$ cat config.mk
export PLATFORM = sky130hd
export DESIGN_NAME = nw_traceback
export DESIGN_NICKNAME = d
export VERILOG_FILES = /design/src/rtl/nw_pkg.sv /design/src/rtl/nw_tb_step.sv /design/src/rtl/nw_traceback.sv
export SDC_FILE = /design/constraint.sdc
export NUM_CORES = 1
export LEC_CHECK = 0
export CAP_MARGIN = 20
export CORE_ASPECT_RATIO = 0.75
export CORE_MARGIN = 3
export CORE_UTILIZATION = 44
export DETAILED_ROUTE_END_ITERATION = 16
export HOLD_SLACK_MARGIN = 0.03
export PLACE_DENSITY = 0.76
export SLEW_MARGIN = 20
export SYNTH_ARGS = -nofsm -noshare
export SYNTH_HDL_FRONTEND = slang
export SYNTH_SLANG_ARGS = --single-unit
$ cat constraint.sdc
create_clock -name clk -period 2.1 [get_ports clk]
set_input_delay 0.21 -clock clk [delete_from_list [all_inputs] [get_ports clk]]
set_output_delay 0.21 -clock clk [all_outputs]
set_load 0.1 [all_outputs]
$ cat src/rtl/nw_pkg.sv
`default_nettype none
// ============================================================================
// Package     : nw_pkg
// Description : Shared constants and types for the Needleman-Wunsch engine.
//               The arrow codes are also used by the per-cell max/arrow unit,
//               so their values must not change independently.
// Revision    : 1.0 - initial release
// ============================================================================
package nw_pkg;

    // One-hot arrow codes as written into the arrow RAM
    localparam logic [2:0] ARROW_LX   = 3'b100;
    localparam logic [2:0] ARROW_UP   = 3'b010;
    localparam logic [2:0] ARROW_DIAG = 3'b001;

    // Gap marker in an aligned column (bit 2 set, never a nucleotide)
    localparam logic [2:0] GAP = 3'b100;

    // 2-bit nucleotide codes
    localparam logic [1:0] NT_A = 2'd0;
    localparam logic [1:0] NT_C = 2'd1;
    localparam logic [1:0] NT_G = 2'd2;
    localparam logic [1:0] NT_T = 2'd3;

    // Traceback controller states
    typedef enum logic [2:0] {
        S_IDLE  = 3'd0,
        S_FETCH = 3'd1,
        S_WAIT  = 3'd2,
        S_EMIT  = 3'd3,
        S_DONE  = 3'd4,
        S_ERR   = 3'd5
    } tb_state_e;

    // True only for one of the three legal arrow codes
    function automatic logic is_arrow(input logic [2:0] a);
        return (a == ARROW_LX) || (a == ARROW_UP) || (a == ARROW_DIAG);
    endfunction

endpackage
`default_nettype wire

$ cat src/rtl/nw_tb_step.sv
`default_nettype none
// ============================================================================
// Module      : nw_tb_step
// Description : Combinational single step of the traceback walk. Given the
//               current cell (i,j) and the arrow taken from it, produces the
//               aligned column and the next cell.
// Ports       : move_i            arrow taken (one-hot, nw_pkg coding)
//               i_i, j_i          current cell indices
//               seq_a_i, seq_b_i  packed sequences, char k at [2k-1:2k-2]
//               out_a_o, out_b_o  column symbols ({0,code} or GAP)
//               next_i_o/next_j_o cell reached after the move
//               is_last_o         next cell is (0,0)
// Revision    : 1.0 - initial release
// ============================================================================
module nw_tb_step
    import nw_pkg::*;
#(
    parameter int N     = 8,
    parameter int M     = 8,
    parameter int IDX_W = 4
) (
    input  logic [2:0]       move_i,
    input  logic [IDX_W-1:0] i_i,
    input  logic [IDX_W-1:0] j_i,
    input  logic [2*N-1:0]   seq_a_i,
    input  logic [2*M-1:0]   seq_b_i,
    output logic [2:0]       out_a_o,
    output logic [2:0]       out_b_o,
    output logic [IDX_W-1:0] next_i_o,
    output logic [IDX_W-1:0] next_j_o,
    output logic             is_last_o
);

    logic [1:0] w_char_a;
    logic [1:0] w_char_b;

    // Character lookup by 1-based index; index 0 selects nothing and is never
    // used for a payload because the boundary moves avoid that sequence.
    always_comb begin
        w_char_a = 2'd0;
        for (int k = 0; k < N; k++) begin
            if (i_i == IDX_W'(k + 1)) w_char_a = seq_a_i[2*k +: 2];
        end
    end

    always_comb begin
        w_char_b = 2'd0;
        for (int k = 0; k < M; k++) begin
            if (j_i == IDX_W'(k + 1)) w_char_b = seq_b_i[2*k +: 2];
        end
    end

    always_comb begin
        out_a_o  = GAP;
        out_b_o  = GAP;
        next_i_o = i_i;
        next_j_o = j_i;
        case (move_i)
            ARROW_DIAG: begin
                out_a_o  = {1'b0, w_char_a};
                out_b_o  = {1'b0, w_char_b};
                next_i_o = i_i - IDX_W'(1);
                next_j_o = j_i - IDX_W'(1);
            end
            ARROW_UP: begin
                out_a_o  = {1'b0, w_char_a};
                next_i_o = i_i - IDX_W'(1);
            end
            ARROW_LX: begin
                out_b_o  = {1'b0, w_char_b};
                next_j_o = j_i - IDX_W'(1);
            end
            default: ;
        endcase
    end

    assign is_last_o = (next_i_o == '0) && (next_j_o == '0);

endmodule
`default_nettype wire

$ cat src/rtl/nw_traceback.sv
`default_nettype none
// ============================================================================
// Module      : nw_traceback
// Description : Traceback stage of the Needleman-Wunsch engine. Walks the
//               stored arrow matrix from (N,M) back to (0,0) and emits one
//               aligned column per beat on a valid/ready stream, end of the
//               alignment first.
// Ports       : clk, rst          clock, asynchronous active-high reset
//               start_i           request a walk (IDLE or ERR only)
//               seq_a_i, seq_b_i  packed sequences
//               sym_addr_o        arrow RAM address {i,j} (registered)
//               sym_re_o          arrow RAM read enable (registered)
//               sym_data_i        arrow read back, valid one cycle after re
//               out_valid_o/out_ready_i  column stream handshake
//               out_a_o, out_b_o, out_move_o, out_last_o  column payload
//               busy_o, done_o, error_o  status
// Revision    : 1.0 - initial release
// ============================================================================
module nw_traceback
    import nw_pkg::*;
#(
    parameter int N     = 8,
    parameter int M     = 8,
    parameter int IDX_W = 4
) (
    input  logic               clk,
    input  logic               rst,
    input  logic               start_i,
    input  logic [2*N-1:0]     seq_a_i,
    input  logic [2*M-1:0]     seq_b_i,
    output logic [2*IDX_W-1:0] sym_addr_o,
    output logic               sym_re_o,
    input  logic [2:0]         sym_data_i,
    output logic               out_valid_o,
    input  logic               out_ready_i,
    output logic [2:0]         out_a_o,
    output logic [2:0]         out_b_o,
    output logic [2:0]         out_move_o,
    output logic               out_last_o,
    output logic               busy_o,
    output logic               done_o,
    output logic               error_o
);

    tb_state_e state_q, state_d;

    logic [IDX_W-1:0]   i_q, j_q;
    logic [IDX_W-1:0]   nxt_i_q, nxt_j_q;
    logic [2*IDX_W-1:0] sym_addr_q;
    logic               sym_re_q;
    logic [2:0]         out_a_q, out_b_q, out_move_q;
    logic               out_last_q;
    logic               error_q;

    // FSM side-effect strobes
    logic       w_begin;
    logic       w_load_emit;
    logic       w_accept;
    logic       w_set_err;
    logic [2:0] w_move;

    logic [2:0]       w_step_a, w_step_b;
    logic [IDX_W-1:0] w_next_i, w_next_j;
    logic             w_step_last;

    nw_tb_step #(
        .N     (N),
        .M     (M),
        .IDX_W (IDX_W)
    ) u_step (
        .move_i    (w_move),
        .i_i       (i_q),
        .j_i       (j_q),
        .seq_a_i   (seq_a_i),
        .seq_b_i   (seq_b_i),
        .out_a_o   (w_step_a),
        .out_b_o   (w_step_b),
        .next_i_o  (w_next_i),
        .next_j_o  (w_next_j),
        .is_last_o (w_step_last)
    );

    always_ff @(posedge clk or posedge rst) begin
        if (rst) state_q <= S_IDLE;
        else     state_q <= state_d;
    end

    always_comb begin
        state_d     = state_q;
        w_begin     = 1'b0;
        w_load_emit = 1'b0;
        w_accept    = 1'b0;
        w_set_err   = 1'b0;
        w_move      = ARROW_DIAG;
        out_valid_o = 1'b0;
        busy_o      = 1'b0;
        done_o      = 1'b0;
        case (state_q)
            S_IDLE: begin
                if (start_i) begin
                    w_begin = 1'b1;
                    state_d = S_FETCH;
                end
            end
            S_FETCH: begin
                busy_o = 1'b1;
                // On a matrix edge only one move is possible, so the RAM is
                // skipped; this also keeps diag away from i==0 / j==0.
                if (j_q == '0) begin
                    w_move      = ARROW_UP;
                    w_load_emit = 1'b1;
                    state_d     = S_EMIT;
                end else if (i_q == '0) begin
                    w_move      = ARROW_LX;
                    w_load_emit = 1'b1;
                    state_d     = S_EMIT;
                end else begin
                    state_d = S_WAIT;
                end
            end
            S_WAIT: begin
                busy_o = 1'b1;
                w_move = sym_data_i;
                if (is_arrow(sym_data_i)) begin
                    w_load_emit = 1'b1;
                    state_d     = S_EMIT;
                end else begin
                    w_set_err = 1'b1;
                    state_d   = S_ERR;
                end
            end
            S_EMIT: begin
                busy_o      = 1'b1;
                out_valid_o = 1'b1;
                if (out_ready_i) begin
                    w_accept = 1'b1;
                    state_d  = out_last_q ? S_DONE : S_FETCH;
                end
            end
            S_DONE: begin
                done_o  = 1'b1;
                state_d = S_IDLE;
            end
            S_ERR: begin
                if (start_i) begin
                    w_begin = 1'b1;
                    state_d = S_FETCH;
                end
            end
            default: state_d = S_IDLE;
        endcase
    end

    always_ff @(posedge clk or posedge rst) begin
        if (rst) begin
            i_q        <= '0;
            j_q        <= '0;
            nxt_i_q    <= '0;
            nxt_j_q    <= '0;
            sym_addr_q <= '0;
            sym_re_q   <= 1'b0;
            out_a_q    <= '0;
            out_b_q    <= '0;
            out_move_q <= '0;
            out_last_q <= 1'b0;
            error_q    <= 1'b0;
        end else begin
            // Read enable is a single-cycle strobe covering the FETCH cycle
            sym_re_q <= 1'b0;
            if (w_begin) begin
                i_q        <= IDX_W'(N);
                j_q        <= IDX_W'(M);
                error_q    <= 1'b0;
                sym_addr_q <= {IDX_W'(N), IDX_W'(M)};
                sym_re_q   <= 1'b1;
            end
            // Payload and the post-move cell are captured together so the
            // beat stays stable for as long as the consumer stalls.
            if (w_load_emit) begin
                out_a_q    <= w_step_a;
                out_b_q    <= w_step_b;
                out_move_q <= w_move;
                out_last_q <= w_step_last;
                nxt_i_q    <= w_next_i;
                nxt_j_q    <= w_next_j;
            end
            if (w_accept) begin
                i_q <= nxt_i_q;
                j_q <= nxt_j_q;
                if (!out_last_q) begin
                    sym_addr_q <= {nxt_i_q, nxt_j_q};
                    sym_re_q   <= (nxt_i_q != '0) && (nxt_j_q != '0);
                end
            end
            if (w_set_err) error_q <= 1'b1;
        end
    end

    assign sym_addr_o = sym_addr_q;
    assign sym_re_o   = sym_re_q;
    assign out_a_o    = out_a_q;
    assign out_b_o    = out_b_q;
    assign out_move_o = out_move_q;
    assign out_last_o = out_last_q;
    assign error_o    = error_q;

endmodule
`default_nettype wire

After elaboration in Yosys (flattened, before gate mapping):

Index checks and enable logic that the tools add are counted.

* $add $sub $neg: 2
* equality and inequality tests: 29
* mux-type cells: 54
* reduce and logical (&&, ||, !) cells: 18

Operators by type and width (count)
* == test 4 x 3 -> 1 bit, second input constant: 8
* 2-to-1 mux 2 bit: 16
* 2-to-1 mux 3 bit: 8
* 2-to-1 mux 8 bit: 3
* 2-to-1 mux 4 bit: 5
* 2-to-1 mux 1 bit: 19
* == test 4 x 2 -> 1 bit, second input constant: 4
* logical NOT 4 bit: 4
* == test 3 x 2 -> 1 bit, second input constant: 4
* == test 3 bit, second input constant: 4
* one-hot mux 3 bit (4 select lines): 1
* == test 3 x 1 -> 1 bit, second input constant: 3
* == test 4 x 1 -> 1 bit, second input constant: 2
* == test 4 bit, second input constant: 2
* nonzero test 4 bit: 2
* subtractor 4 x 1 -> 4 bit, second input constant: 2
* one-hot mux 3 bit (2 select lines): 1
* OR reduction 2 bit: 3
* nonzero test 2 bit: 2
* logical NOT 3 bit: 1
* OR reduction 3 bit: 1
* logical AND 1 bit: 2
* logical OR 1 bit: 2
* inequality test 2 x 1 -> 1 bit, second input constant: 1
* 3 further kinds: 3

* register bits: 39
* input port bits: 39
* logic and storage cells: 115

Longest topological paths before layout:

* word-level depth: 10
* gate-level depth with buffers: 9
* depth with buffers taken out: 8

Modules after synthesis:

From an unflattened synthesis, not the netlist that was laid out.

* cells, all modules: 270
* area, all modules: 2667.6 um2

Modules (own cells, without submodules)
* nw_traceback: instances 1, cells each 153, area each 1876.8 um2
* nw_tb_step: instances 1, cells each 117, area each 790.8 um2

Worst setup path after synthesis:

Ideal clock, no wire load.

* kind: reg-to-reg
* start: register i_q[0]
* end: register out_last_q, in the netlist out_last_o
* library setup time: 0.123 ns
* data arrival time: 2.199 ns
* data required time: 1.977 ns
* slack: -0.223 ns
* stages on the path, launching flop included: 9
* path buffers: 0
* path through: dfrtp_1 inv_1 ha_1 or3b_4 a21oi_4 o211ai_2 and2_4 mux2_4 a32o_1

* word-level cells in the longest chain between the ends: 9
* elaborated cells between the ends (all ways): 18

Ends and longest elaborated chain
* start, declared: line nw_traceback.sv:47 `logic [IDX_W-1:0] i_q, j_q;`
* start signal, assigned: line nw_traceback.sv:171 `i_q <= IDX_W'(N);`
* start signal, assigned: line nw_traceback.sv:188 `i_q <= nxt_i_q;`
* logical NOT 4 bit: line nw_traceback.sv:113 `end else if (i_q == '0) begin`
* 2-to-1 mux 3 bit: line nw_traceback.sv:113
* 2-to-1 mux 3 bit: line nw_traceback.sv:109 `if (j_q == '0) begin`
* one-hot mux 3 bit (2 select lines): line nw_traceback.sv:98 `case (state_q)`
* == test 3 x 2 -> 1 bit, or another cell as far along: line nw_tb_step.sv:58 `case (move_i)`
* OR reduction 2 bit (no source line)
* 2-to-1 mux 4 bit
* logical NOT 4 bit: line nw_tb_step.sv:77 `assign is_last_o = (next_i_o == '0) && (next_j_o == '0);`
* logical AND 1 bit: line nw_tb_step.sv:77
* end signal, assigned: line nw_traceback.sv:183 `out_last_q <= w_step_last;`
* end, declared: line nw_traceback.sv:52 `logic out_last_q;`

Several ways; a longest one is shown, not always the timed one.
A chain may end at the register's enable or synchronous reset.

Worst setup path after layout:

* start: register i_q[1]
* end: register out_last_q, in the netlist out_last_o

Same word-level chain as after synthesis.

==> run_results.csv <==
group,metric,value,unit
logic_synthesis,most_common_flop_cell_mapped_by_yosys,"dfrtp_1",
critical_path,cp_slowest_stage_delay,400,ps
logic_synthesis,seq_area_frac_synth,41.6,%
timing,clock_tree_skew_after_final_layout,14.9,ps
clocking,cts-htree-levels,2,
global_routing,grt_antenna_before_repair,0,
die,dieWidth,90.3,um
placed_design,dp.final_hpwl,5100,um
timing,timing_hold_violations_final,0,
layout,fillCellCount,388,
global_routing,grt_first_pass_wirelength,11100,um
clocking,clock_sinks,39,
critical_path,critical_path.cell_chain,"inv_2 -> ha_4 -> or3b_4 -> a21oi_4 -> o211ai_2 -> and2_4 -> mux2_4 -> a32o_1",
logic_synthesis,syn_area_per_cell,8.92,um2
timing,relSlewSlack,67.2,%
routing,detail-route-antenna-nets,0,
layout,fin_cells,430,
die,initial_core_util,46.8,%
die,design.die.area,6250,um2
placed_design,placedCellCount,418,
critical_path,worst_r2r_path_depth,8,
die,top_level_ports,62,
logic_synthesis,synth_area,2350,um2
routing,routed_wire_length_per_instance,15.1,um
layout,num-nets-final,404,
global_routing,first_global_vias,2271,
clocking,cts_root_buf,"clkbuf_8",
layout,postLayoutCoreUtil,68.4,%
timing,period_minus_slack,2080,ps
placed_design,routabilityCongestion,0.867,
critical_path,cpMaxStageDelayCell,"dfrtp_1",
die,floorplan.rows,22,
die,design.core.area,5010,um2
logic_synthesis,synth_top_cell_by_area,"dfrtp_1",
flow_run,drv.max_cap_violation_count,0,
clocking,clk_path_buf_depth,2,
timing,grt_setup_unrepaired,"yes",
logic_synthesis,syn-instance-count,263,
placed_design,postPlaceCellArea,3260,um2
critical_path,critical_path.top_delay_family,"simple AND/OR/NAND/NOR gates",
timing,finalSetupViolations,0,
clocking,clkLatencyLatePin,300,ps
timing,timing.fmax,481,MHz
layout,layout-drive-gt1-share,25.1,%
critical_path,startpoint_type,"flip-flop",
status,result_of_the_run,"completed",
critical_path,crit_fanout,3,
logic_synthesis,ys_async_sr_fraction,100,%
timing,holdWs,326,ps
routing,drtIter0Drc,151,
routing,routed_wirelength,6510,um
logic_synthesis,netlist.area_leader.share,41.6,%
clocking,cts-hold-fix-buffers,0,
critical_path,path_class,"reg -> reg",
routing,remaining_drc_errors,0,
timing,final_max_slew_viol_count,0,
placed_design,port_buffer_count,61,
layout,final_area,3420,um2
clocking,tritoncts,"built",
critical_path,timing.critical_path.depth,8,
routing,dr_total_vias,2322,
logic_synthesis,mappedNetlistNets,310,
logic_synthesis,synth_edf_count,0,
timing,worst_pin_slew,492,ps
logic_synthesis,yosys-top-cells-count,"dfrtp_1 (39), nor2_1 (29), nand2_1 (24), o21ai_0 (21), a21oi_1 (19)",
min_path,min-delay-path-class,"in -> async",
logic_synthesis,synth.ff_latch_count,39,
routing,via_per_inst,5.40,
critical_path,critical_path_capture_point_type,"flip-flop",
clocking,cts_inserted_buffers,5,
timing,fin_crit_sh,99.0,%
layout,syn2layout_area_growth,46.0,%
clocking,cts.clk_slew.worst_paths,90,ps
logic_synthesis,synth.distinct_cells,46,
logic_synthesis,yosysWarnings,0,
critical_path,sum_of_buffers_and_inverters_on_the_critical_path,1,
global_routing,global_route.overflow_total,0,
critical_path,crit_arrival,2270,ps
die,die_height,69.2,um
global_routing,grt_start_max_net_pins,40,
layout,ant_diodes,0,
critical_path,worst_ep_required_time,2290,ps
logic_synthesis,count_leader_synth,"dfrtp_1",
routing,detailedRoute.firstPassIterationCount,5,
logic_synthesis,netlist_top_cells_area,"dfrtp_1 (42%), a22o_1 (5.2%), nor2_1 (4.6%)",
global_routing,gr-usage-all-layers,21.5,%
area by class of cell:
type | instances | area [um2] | share of cell area [%]
multi-input cells | 200 | 1320 | 38.6
flip-flops and latches | 39 | 976 | 28.5
repair buffers | 100 | 883 | 25.8
well taps | 72 | 90.1 | 2.63
clock buffers | 5 | 68.8 | 2.01
clock inverters | 3 | 43.8 | 1.28
inverters | 11 | 41.3 | 1.21
path summary, 6_finish.rpt:
check / start / to / slack (ps)
setup / recovery: i_q[1] / out_last_o / 20
hold / removal: rst / sym_addr_o[5] / 330
setup reg to reg: i_q[1] / out_last_o / 20
hold reg to reg: out_b_o[1] / out_b_o[1] / 490
max in group asynchronous: rst / j_q[0] / 1420
min in group clk: out_b_o[1] / out_b_o[1] / 490
worst register-to-register path: stages (launching register included):
cell      delay, ps
dfrtp_1         400
inv_2            90
ha_4            140
or3b_4          400
a21oi_4         170
o211ai_2        100
and2_4          180
mux2_4          290
a32o_1          210
registers in the layout (all words and copies together) (netlist names):
register	cells
error_o	1
i_q	4
j_q	4
nxt_i_q	4
nxt_j_q	4
out_a_o	3
out_b_o	3
out_last_o	1
out_move_o	3
state_q	3
sym_addr_o	8
sym_re_o	1
logic make-up after synthesis:
group	share of synthesized area, %
buf+inv	4.27
simple gates	19.8
fa+ha+maj	4.27
flops	41.6
compound gates	25.5
mux	1.55
xor+xnor	2.99
cell usage in the layout (no fill, tap or decap), types with 4 or more instances in the layout:
cell type and instances:
a21oi_1 19, a22o_1 14, a22oi_1 6, buf_4 59, clkbuf_8 5, clkdlybuf4s50_1 38
dfrtp_1 39, ha_1 6, inv_1 7, inv_2 4, nand2_1 24, nand2b_1 4
nand3_1 7, nor2_1 27, nor2b_1 5, nor3_1 5, o21ai_0 21, xnor2_1 5
metrics by stage:
stage                     setup WS (ps)  TNS [ps]
after global routing              -34.5     -34.5
after detailed placement          -23.3     -23.3
after CTS                          6.45         0
final                              20.3         0
after floorplan                    -126      -363
after global placement             44.0         0
metal layers:
layer / vias up / share of wire (%) / track usage, % / wire, um
li1: 1136 / - / - / -
met1: 1127 / 50 / 32.6 / 3250
met2: 55 / 45 / 31.5 / 2910
met3: 4 / 4.7 / 4.45 / 305
met4: 0 / 0.65 / 4.92 / 42
met5: - / 0 / 0 / 0
timing repair:
item / CTS / global route
resized for setup: 2 / 5
pin swaps: 1 / 5
setup buffers: 2 / 2
cloned: 0 / 0
endpoints found under the setup margin: 1 / 6
Power is not shown: default switching activity piles up to over one toggle a cycle in this logic, so the estimate is an artifact.
